[config.mk]
export PLATFORM = sky130hd
export DESIGN_NAME = clk_div_bank
export DESIGN_NICKNAME = d
export VERILOG_FILES = /design/src/rtl/clk_div_pkg.sv /design/src/rtl/clk_div_chan.sv /design/src/rtl/clk_div_bank.sv
export SDC_FILE = /design/constraint.sdc
export NUM_CORES = 1
export LEC_CHECK = 0
export ABC_AREA = 1
export BUFFER_PORTS_ARGS = -buffer_cell sky130_fd_sc_hd__buf_2
export CAP_MARGIN = 10
export CORE_AREA = 2 2 218 263
export CTS_BUF_LIST = sky130_fd_sc_hd__clkbuf_16
export CTS_CLUSTER_SIZE = 25
export DETAILED_ROUTE_END_ITERATION = 6
export DIE_AREA = 0 0 220 265
export PLACE_DENSITY = 0.63
export SLEW_MARGIN = 10
export SYNTH_ARGS = -nofsm -noshare
export SYNTH_HDL_FRONTEND = slang
export SYNTH_HIERARCHICAL = 1
export SYNTH_SLANG_ARGS = --single-unit
[constraint.sdc]
create_clock -name clk -period 2.1 [get_ports clk]
set_input_delay 0.105 -clock clk [delete_from_list [all_inputs] [get_ports clk]]
set_output_delay 0.105 -clock clk [all_outputs]
set_load 0.005 [all_outputs]
[src/rtl/clk_div_pkg.sv]
// Shared types and elaboration-time helpers for the programmable clock divider bank.
package clk_div_pkg;

   localparam int HALF_W = 32;

   typedef logic [HALF_W-1:0] half_t;

   // Channel-select width, never narrower than one bit so a single-channel bank still has a port.
   function automatic int ch_w(input int nch);
      return (nch > 1) ? $clog2(nch) : 1;
   endfunction

   // Reset half-period giving a 1 Hz output at the given system clock rate.
   function automatic half_t def_half(input int unsigned clk_hz);
      return half_t'(clk_hz / 2);
   endfunction

endpackage

[src/rtl/clk_div_chan.sv]
// One divider channel: half-period counter with a shadowed reload that only takes effect
// at a terminal count, a sync realign or while the channel is stopped.
module clk_div_chan
   import clk_div_pkg::*;
#(
   parameter int            CW       = 32,
   parameter logic [CW-1:0] DEF_HALF = '0
) (
   input  logic          clk,
   input  logic          rst,
   input  logic          en,
   input  logic          sync,
   input  logic          we,
   input  logic [CW-1:0] wdata,
   output logic          nclk,
   output logic          tick
);

   logic [CW-1:0] cnt_q, cnt_d;
   logic [CW-1:0] half_q, half_d;
   logic [CW-1:0] shadow_q, shadow_d;
   logic          nclk_q, nclk_d;
   logic          tick_q, tick_d;
   logic          terminal;

   always_comb begin
      shadow_d = we ? wdata : shadow_q;
      cnt_d    = cnt_q;
      half_d   = half_q;
      nclk_d   = nclk_q;
      tick_d   = 1'b0;
      terminal = (half_q != '0) && (cnt_q == half_q - CW'(1));

      if (sync) begin
         // A write in the same cycle as sync is the value that gets loaded.
         cnt_d  = '0;
         nclk_d = 1'b0;
         half_d = we ? wdata : shadow_q;
      end else if (en) begin
         if (half_q == '0) begin
            half_d = shadow_q;
         end else if (terminal) begin
            cnt_d  = '0;
            nclk_d = ~nclk_q;
            tick_d = 1'b1;
            half_d = shadow_q;
         end else begin
            cnt_d = cnt_q + CW'(1);
         end
      end
   end

   always_ff @(posedge clk) begin
      if (rst) begin
         cnt_q    <= '0;
         half_q   <= DEF_HALF;
         shadow_q <= DEF_HALF;
         nclk_q   <= 1'b0;
         tick_q   <= 1'b0;
      end else begin
         cnt_q    <= cnt_d;
         half_q   <= half_d;
         shadow_q <= shadow_d;
         nclk_q   <= nclk_d;
         tick_q   <= tick_d;
      end
   end

   assign nclk = nclk_q;
   assign tick = tick_q;

endmodule

[src/rtl/clk_div_bank.sv]
// Bank of NCH independent programmable dividers sharing enable, sync and a config write port.
// Consume tick as a clock enable on clk; nclk is for pins and LEDs only.
module clk_div_bank
   import clk_div_pkg::*;
#(
   parameter int    CLK_HZ   = 100_000_000,
   parameter int    NCH      = 4,
   parameter int    CW       = 32,
   parameter half_t DEF_HALF = def_half(CLK_HZ),
   localparam int   CHW      = ch_w(NCH)
) (
   input  logic           clk,
   input  logic           rst,
   input  logic           en,
   input  logic           sync,
   input  logic           cfg_we,
   input  logic [CHW-1:0] cfg_ch,
   input  logic [CW-1:0]  cfg_half,
   output logic [NCH-1:0] nclk,
   output logic [NCH-1:0] tick
);

   // Addresses at or above NCH match no channel, so such writes are dropped.
   for (genvar gi = 0; gi < NCH; gi++) begin : g_ch
      logic we;

      assign we = cfg_we && (cfg_ch == CHW'(gi));

      clk_div_chan #(
         .CW       (CW),
         .DEF_HALF (CW'(DEF_HALF))
      ) u_chan (
         .clk   (clk),
         .rst   (rst),
         .en    (en),
         .sync  (sync),
         .we    (we),
         .wdata (cfg_half),
         .nclk  (nclk[gi]),
         .tick  (tick[gi])
      );
   end

endmodule
== After elaboration in Yosys (flattened, before gate mapping) ==
Cells that the tools add are included.

* Logic and storage cells: 111
* Flip-flop bits (word level): 392
* Input bits: 39
* Output and inout bits: 8

* Reduce and logical (&&, ||, !) cells: 39
* Equal/unequal tests: 7
* Muxes and demuxes: 28
* Add/subtract/negate cells: 8
* Bitwise gates (word level): 9

{| class="wikitable"
|+ Operators with widths
! operator !! number
|-
| two-way mux 32 bit || 24
|-
| adder 32 x 1 -> 32 bit (second input constant) || 4
|-
| equality test 32 bit || 4
|-
| zero test 32 bit || 4
|-
| nonzero test 32 bit || 4
|-
| subtractor 32 x 1 -> 32 bit (second input constant) || 4
|-
| AND reduction 2 bit || 8
|-
| OR reduction 4 bit || 4
|-
| AND reduction 3 bit || 4
|-
| nonzero test 3 bit || 4
|-
| inverter 1 bit || 9
|-
| logical AND 1 bit || 8
|-
| equality test 2 bit (second input constant) || 2
|-
| two-way mux 1 bit || 4
|-
| equality test 2 x 1 -> 1 bit (second input constant) || 1
|-
| zero test 2 bit || 1
|-
| nonzero test 2 bit || 1
|-
| OR reduction 2 bit || 1
|}

== Longest topological paths before layout ==
Gate-level depths: netlist of the first run.

* Depth after elaboration: 7
* Gate-level depth with buffers: 21
* Mapped depth without buffers: 20

== Modules after synthesis ==
Netlist of the first run, hierarchy kept.

{| class="wikitable"
|+ By module, submodules not included
! module !! times used !! area an instance (um2) !! cells an instance
|-
| clk_div_chan at g_ch[0].u_chan ... || 2 || 6222.2 || 999
|-
| clk_div_chan at g_ch[2].u_chan || 1 || 6246.0 || 997
|-
| clk_div_chan at g_ch[3].u_chan || 1 || 6207.2 || 1009
|-
| clk_div_bank || 1 || 30.0 || 8
|}

== Worst setup path before layout of the first run ==
OpenSTA, ideal clock, no wires.

* Kind: register to register
* Start: register g_ch[0].u_chan.half_q[0]
* End: register g_ch[0].u_chan.half_q[21]
* Data arrival time: 2.085 ns
* Slack: -0.119 ns
* Path buffers: 2
* Cell stages (with the launch flop): 18
* Required time: 1.966 ns
* Period minus slack after synthesis: 2.219 ns
* Setup time: 0.134 ns
* Cell sequence: dfxtp_1 > inv_2 > ha_1 > nand2_2 > nor2_4 > buf_4 > nand3b_1 > nand2_1 > nand3_1 > nor2_1 > nand2_1 > nor2_2 > nand3_1 > nand2_2 > nand2_4 > buf_2 > nand2_1 > nand3_1

* Cells in the longest elaborated chain, start to end: 5

{| class="wikitable"
|+ Ends and longest elaborated chain
! what !! RTL line !! text
|-
| start, declared || clk_div_chan.sv:20 || <nowiki>logic [CW-1:0] half_q, half_d;</nowiki>
|-
| start signal, assigned || clk_div_chan.sv:62 || <nowiki>half_q <= half_d;</nowiki>
|-
| subtractor 32 x 1 -> 32 bit || clk_div_chan.sv:32 || <nowiki>terminal = (half_q != '0) && (cnt_q == half_q - CW'(1));</nowiki>
|-
| equality test 32 bit || clk_div_chan.sv:32 ||
|-
| logical AND 1 bit || clk_div_chan.sv:32 ||
|-
| nonzero test 3 bit (no line) || n/a ||
|-
| AND reduction 2 bit (no line) || n/a ||
|}

Parallel ways exist; a longest one is shown, timed or not. The select of a mux whose other input is x is not followed.
A chain may end at the register's enable or synchronous reset.

== Worst setup path in the final report of the first run ==
* Start: register g_ch[0].u_chan.half_q[1]
* End: register g_ch[0].u_chan.half_q[30]

The elaborated chain is that of the path after synthesis.

==> flow_summary.toml, run 1 <==
[route]
vias = 28200
vias_per_cell = 5.14
firstDrtPassIters = 7
antenna_left = 0
drt_wl_total_microns = 88000
drt_iter0_drc = 1996
wl_per_cell_microns = 16.0
drc_errors = 2

[timing]
slew_viol_final = 0
relSlewSlack_pct = 59.7
timing.fmax_ghz = 0.386
worstMarginPinSlew_ns = 0.604
skew_ns = 0.0361
finalHoldViolCount = 0
rsz0062_at_grt = "true"
min_period_over_period_pct = 123
fin_crit_ns = 2.59
setup_viol = 264
worst_slack_ns = -0.489

[grt]
grt_pass1_wl_microns = 133000
antenna_found_initial = 1
grt_start_max_net_pins = 65
grt_overflow = 0
grt_pass1_vias = 26400
gr-usage-all-layers_pct = 28.5

[synth]
netlist_area_sq_um = 24900
synth-seq-cells = 392
synth_edf_count = 0
synth_top_family_by_area = "simple AND/OR/NAND/NOR gates"
yosysTopAreaCell = "dfxtp_1"
syn_avg_cell_area_sq_um = 6.21
synth-compound-area-share_pct = 4.87
ys.flop_type = "dfxtp_1"
synth_seq_area_share_pct = 31.5
ys_types = 40
synth_warnings = 6
synth-xor-area-share_pct = 4.66
yosys-top-cells-area = "dfxtp_1 (31%), nand2_1 (17%), nor2_1 (11%), inv_1 (6.6%), nand3_1 (6.2%)"
synth_nets = 4063
yosys.area.top_type_share_pct = 31.5
synthAdderAreaFrac_pct = 0.602
synth.area.mux_share_pct = 5.14
netlist_instances = 4012
async_reset_ff_share_pct = 0
synth-simple-area-share_pct = 43.7

[placed_design]
place_ws_ns = -0.554
dpl.hpwl_microns = 61300
portBuffers = 46
place_congestion = 0.946

[final_layout]
layout_common_cells = "nand2_1 (951), buf_4 (595), nor2_1 (494)"
mostFrequentLayoutCell = "nand2_1"
fillers = 4806
area_growth_pct = 48.2
drive_above_1_share_pct = 34.5
nNetsFinal = 4778

[floorplan]
core_area_sq_um = 55600
die_area_sq_um = 58300
rows = 95
initial_core_util_pct = 44.8
io_pins = 47
die_h_microns = 265
die_w_microns = 220

[critical_path]
cp_data_arrival_time_ns = 3.12
crit_type = "flip-flop to flip-flop"
cp-start-kind = "flip-flop"
cp-end-kind = "flip-flop"
cp_slowest_cell = "dfxtp_4"
slowest_delay_ns = 0.36
critical_path_required_ns = 2.63
path_cells = "inv_4 > ha_4 > nand2_4 > nor2_4 > buf_6 > nand4_1 > nand3_2 > nand4_1 > nor2_2 > nand3_2 > nand2_4 > nand2_8 > clkbuf_16 > nand2_1 > nand2_1 > nor2_1"
path_max_fanout = 8
crit_buf_inv = 3
cp_top_family = "simple AND/OR/NAND/NOR gates"

[min_path]
min_path_type = "input port to flip-flop"

[cts]
cts_tree = "built"
cts.clk_slew.worst_paths_ns = 0.06
cts_root_buf = "clkbuf_16"
htreeDepth = 2
cts.sinks = 392
clockBufferDepth = 3
numCtsBuffers = 44
worstSkewPairLatency_ns = 0.61

[status]
status = "finished with violations"
violations = "DRC, setup timing"

[pwr]
power_density_nw_per_um2 = 555
vdd_ir_drop_max_v = 0.000542
leakagePower_nw = 16.6
power.total_mw = 20.5

[flow_run]
cap_violations = 0
[routing by layer]
metal / global-route usage (%) / up-vias / share of wire [%]
li1: - / 14200 / -
met1: 36.4 / 13100 / 43
met2: 49.3 / 778 / 48
met3: 2.99 / 211 / 5.0
met4: 10.4 / 0 / 4.0
met5: 0 / - / 0
[power breakdown]
group          total, mW  leakage (nW)  switching, mW  internal [mW]
Combinational       4.64          12.7           2.54           2.10
Sequential          8.04          3.21          0.326           7.72
Clock               7.81         0.713           3.36           4.45
[worst register-to-register path: stages, from the launching register on]
cell and delay (ns):
dfxtp_4 0.36, inv_4 0.07, ha_4 0.16, nand2_4 0.06, nor2_4 0.25, buf_6 0.17, nand4_1 0.18, nand3_2 0.15
nand4_1 0.15, nor2_2 0.16, nand3_2 0.16, nand2_4 0.14, nand2_8 0.12, clkbuf_16 0.21, nand2_1 0.06, nand2_1 0.04
nor2_1 0.09
[logic make-up after synthesis]
| kind of cell | count (synthesis) |
|---|---|
| XOR/XNOR | 128 |
| adder cells (fa/ha/maj) | 12 |
| multiplexers | 128 |
| buffers and inverters | 598 |
| flip-flops | 392 |
| AO/OA/AOI/OAI | 232 |
| AND/OR/NAND/NOR | 2522 |
[layout make-up]
class	count	area, sq um	area share [%]
Multi-Input combinational cell	3024	17800	48.3
Antenna cell	1	2.50	0.00677
Sequential cell	392	7990	21.6
Inverter	460	1740	4.72
Timing Repair Buffer	805	7050	19.1
Tap cell	727	910	2.46
Clock buffer	46	1150	3.12
Clock inverter	33	275	0.745
[what timing repair did]
item,CTS,global route
buffers inserted,90,58
gates resized for setup,398,650
hold buffers,33,0
pin swaps,107,250
cloned,16,13
endpoints found under the setup margin,264,264
endpoints found under the hold margin,123,0
[Yosys cell counts, types with 17 or more instances]
cell type and instances:
nand4_1 120, nor2_1 702, buf_2 27, xor2_1 91, nand3b_1 39, nor2_2 35, nor3_1 79, xnor2_1 34
mux2i_1 128, o21ai_1 17, nor2_4 18, dfxtp_1 392, nand3_1 308, nand2_2 27, nand2_1 1150, o21ai_0 173
clkbuf_1 81, a21oi_1 22, inv_1 439
[state kept, by name (all words and copies together) (netlist names)]
signal	flops
g_ch.u_chan/nclk	4
g_ch.u_chan/tick	4
g_ch.u_chan/cnt_q	128
g_ch.u_chan/shadow_q	128
g_ch.u_chan/half_q	128
[stage by stage]
stage / area (sq um) / instances / setup TNS, ns / hold WS [ns] / util, %
2_1_floorplan: 25000 / 4012 / 0 / 0.240 / -
3_3_place_gp: 30100 / 5234 / -89.38 / 0.458 / 54.2
3_5_place_dp: 30100 / 5234 / -89.99 / 0.464 / 54.2
4_1_cts: 34100 / 5441 / -69.90 / 0.114 / 61.4
5_1_grt: 36900 / 5487 / -131.59 / 0.151 / 66.4
6_report: 37000 / 5488 / -94.59 / 0.130 / 66.4
[path summary, 6_finish.rpt]
path                             from                          end  slack, ns  depth (start not counted)
max          g_ch[0].u_chan/half_q[1]    g_ch[0].u_chan/half_q[30]      -0.49                         16
min                         cfg_ch[1]  g_ch[0].u_chan/shadow_q[23]       0.13                          5
max reg2reg  g_ch[0].u_chan/half_q[1]    g_ch[0].u_chan/half_q[30]      -0.49                         16
min reg2reg       g_ch[0].u_chan/nclk          g_ch[0].u_chan/nclk       0.47                          2
Power figures use the tool's default switching activity.
==> run 2: changes to the inputs <==
- CTS_BUF_LIST: sky130_fd_sc_hd__clkbuf_16 -> default
==> run 2 against run 1 <==
  * The run still ends with DRC, setup timing left
  * First-iteration DRC count fell by 3.9%
  * Via count down 1.1%
  * Clock skew fell by 0.0046 ns
  * Final area down 2.4%
  * Sequential power about the same
  * Sequential share of layout area grew 0.44 points
  * Routed wire length fell by 1.5%
  * Power grew 1.2%
==> flow_summary.toml, run 2 (synthesized netlist as in run 1, its figures left out) <==
[floorplan]
io_pins = 47
die_h_microns = 265
die_w_microns = 220
rows = 95
initial_core_util_pct = 44.8
die_area_sq_um = 58300
core_area_sq_um = 55600

[cts]
cts_root_buf = "clkbuf_16"
htreeDepth = 2
cts_tree = "built"
cts.sinks = 392
clockBufferDepth = 3
cts.clk_slew.worst_paths_ns = 0.06
numCtsBuffers = 44
worstSkewPairLatency_ns = 0.61

[timing]
worstMarginPinSlew_ns = 0.617
rsz0062_at_grt = "true"
fin_crit_ns = 2.58
skew_ns = 0.0315
tns_ns = -89.79
relSlewSlack_pct = 58.9
min_period_over_period_pct = 123
timing.fmax_ghz = 0.387
slew_viol_final = 0
finalHoldViolCount = 0
worst_slack_ns = -0.482
setup_viol = 264

[pwr]
cell_internal_pwr_mw = 14.6
seqPwrFrac_pct = 38.8
vdd_ir_drop_max_v = 0.000552
power.total_mw = 20.7
leakagePower_nw = 16.4
switchingPower_mw = 6.18
swShare_pct = 29.8
pwr-share-comb_pct = 21.7
p_clk_share_pct = 39.5
power_density_nw_per_um2 = 575

[critical_path]
cp-start-kind = "flip-flop"
crit_type = "flip-flop to flip-flop"
critical_path_required_ns = 2.64
cp-end-kind = "flip-flop"
path_max_fanout = 8
cp_data_arrival_time_ns = 3.12

[final_layout]
reg_top3 = "g_ch.u_chan/cnt_q (128), g_ch.u_chan/half_q (128), g_ch.u_chan/shadow_q (128)"
mostFrequentLayoutCell = "nand2_1"
area_growth_pct = 44.7
drive_above_1_share_pct = 31.6
nNetsFinal = 4756
layout.cells.non_filler = 5465
layout_common_cells = "nand2_1 (985), buf_4 (606), nor2_1 (517)"
final_util_pct = 64.8
num_antenna_cells = 0

[grt]
grt_pass1_wl_microns = 132000
antenna_found_initial = 2
grt_overflow = 0
grt_pass1_vias = 26100
gr-usage-all-layers_pct = 28.3
grt_start_max_net_pins = 65

[min_path]
min_path_type = "input port to flip-flop"

[status]
violations = "DRC, setup timing"
status = "finished with violations"

[route]
vias = 27900
antenna_left = 0
wl_per_cell_microns = 15.9
drt_iter0_drc = 1918
drc_errors = 1
drt_wl_total_microns = 86700
firstDrtPassIters = 7
vias_per_cell = 5.11

[placed_design]
dp.cells = 5234
place_congestion = 0.946
dpl.hpwl_microns = 61300
portBuffers = 46

[flow_run]
cap_violations = 0
[run 2: cell types whose count changed in the layout (fill, tap and decap cells not counted), sizes merged]
cell    previous run  this run
inv              461       454
clkbuf            57        71
buf              761       740
clkinv            24        16
diode              1         0
[run 2: repair_timing]
| action | 4_1_cts | 5_1_grt |
|---|---|---|
| hold endpoints to repair | 123 | 0 |
| hold buffers | 33 | 0 |
| setup buffers | 55 | 61 |
| gates resized for setup | 314 | 522 |
| cloned | 11 | 12 |
| endpoints found under the setup margin | 264 | 264 |
| pin swaps | 91 | 172 |
[run 2: cell type report]
type                       count  area [sq um]
clock buffer                  61          1300
clock inverter                18           219
fill                        4954         19600
inverter                     460          1740
multi-input combinational   3024         17300
sequential                   392          7950
tap                          727           910
timing repair buffer         783          6660
[run 2: power by group through the flow]
stage          registers, mW  logic (mW)  clock network (mW)
3_5_place_dp            8.11        3.47                   0
6_report                8.04        4.50                8.20
5_1_grt                 8.07        4.89                8.61
4_1_cts                 7.98        3.92                8.33
3_3_place_gp            8.11        3.44                   0
2_1_floorplan           8.07        2.01                   0
[run 2: path summary, 6_finish.rpt]
| kind | from | to | slack (ns) | depth (start not counted) |
|---|---|---|---|---|
| hold reg to reg | g_ch[0].u_chan/nclk | g_ch[0].u_chan/nclk | 0.47 | 2 |
| setup / recovery | g_ch[0].u_chan/half_q[1] | g_ch[0].u_chan/half_q[9] | -0.48 | 16 |
| hold / removal | cfg_ch[1] | g_ch[0].u_chan/shadow_q[25] | 0.13 | 5 |
| setup reg to reg | g_ch[0].u_chan/half_q[1] | g_ch[0].u_chan/half_q[9] | -0.48 | 16 |
[run 2: worst max-delay path: stages, from the launching register on]
cell	delay [ns]
dfxtp_2	0.35
inv_2	0.09
ha_4	0.17
nand2_4	0.06
nor2_4	0.24
buf_6	0.18
nand4_1	0.16
nand3_1	0.14
nand4_1	0.14
nor2_2	0.15
nand3_2	0.16
nand2_4	0.14
nand2_8	0.12
buf_12	0.19
nand2_4	0.05
nand2_2	0.05
nor2_2	0.11
[run 2: through the flow]
stage / setup WS, ns / hold slack [ns] / cell area, sq um
final: -0.482 / 0.135 / 36100
after global routing: -0.618 / 0.144 / 36100
after CTS: -0.424 / 0.114 / 33700
after detailed placement: -0.554 / 0.464 / 30100
after global placement: -0.535 / 0.458 / 30100
after floorplan: 0.00169 / 0.240 / 25000
[run 2: layer usage]
layer,wire length (microns),share of wire [%],global-route usage [%]
met1,37300,43,36.2
met4,3480,4.0,10.3
met2,41600,48,48.9
met3,4320,5.0,3.16
met5,13,0.015,0
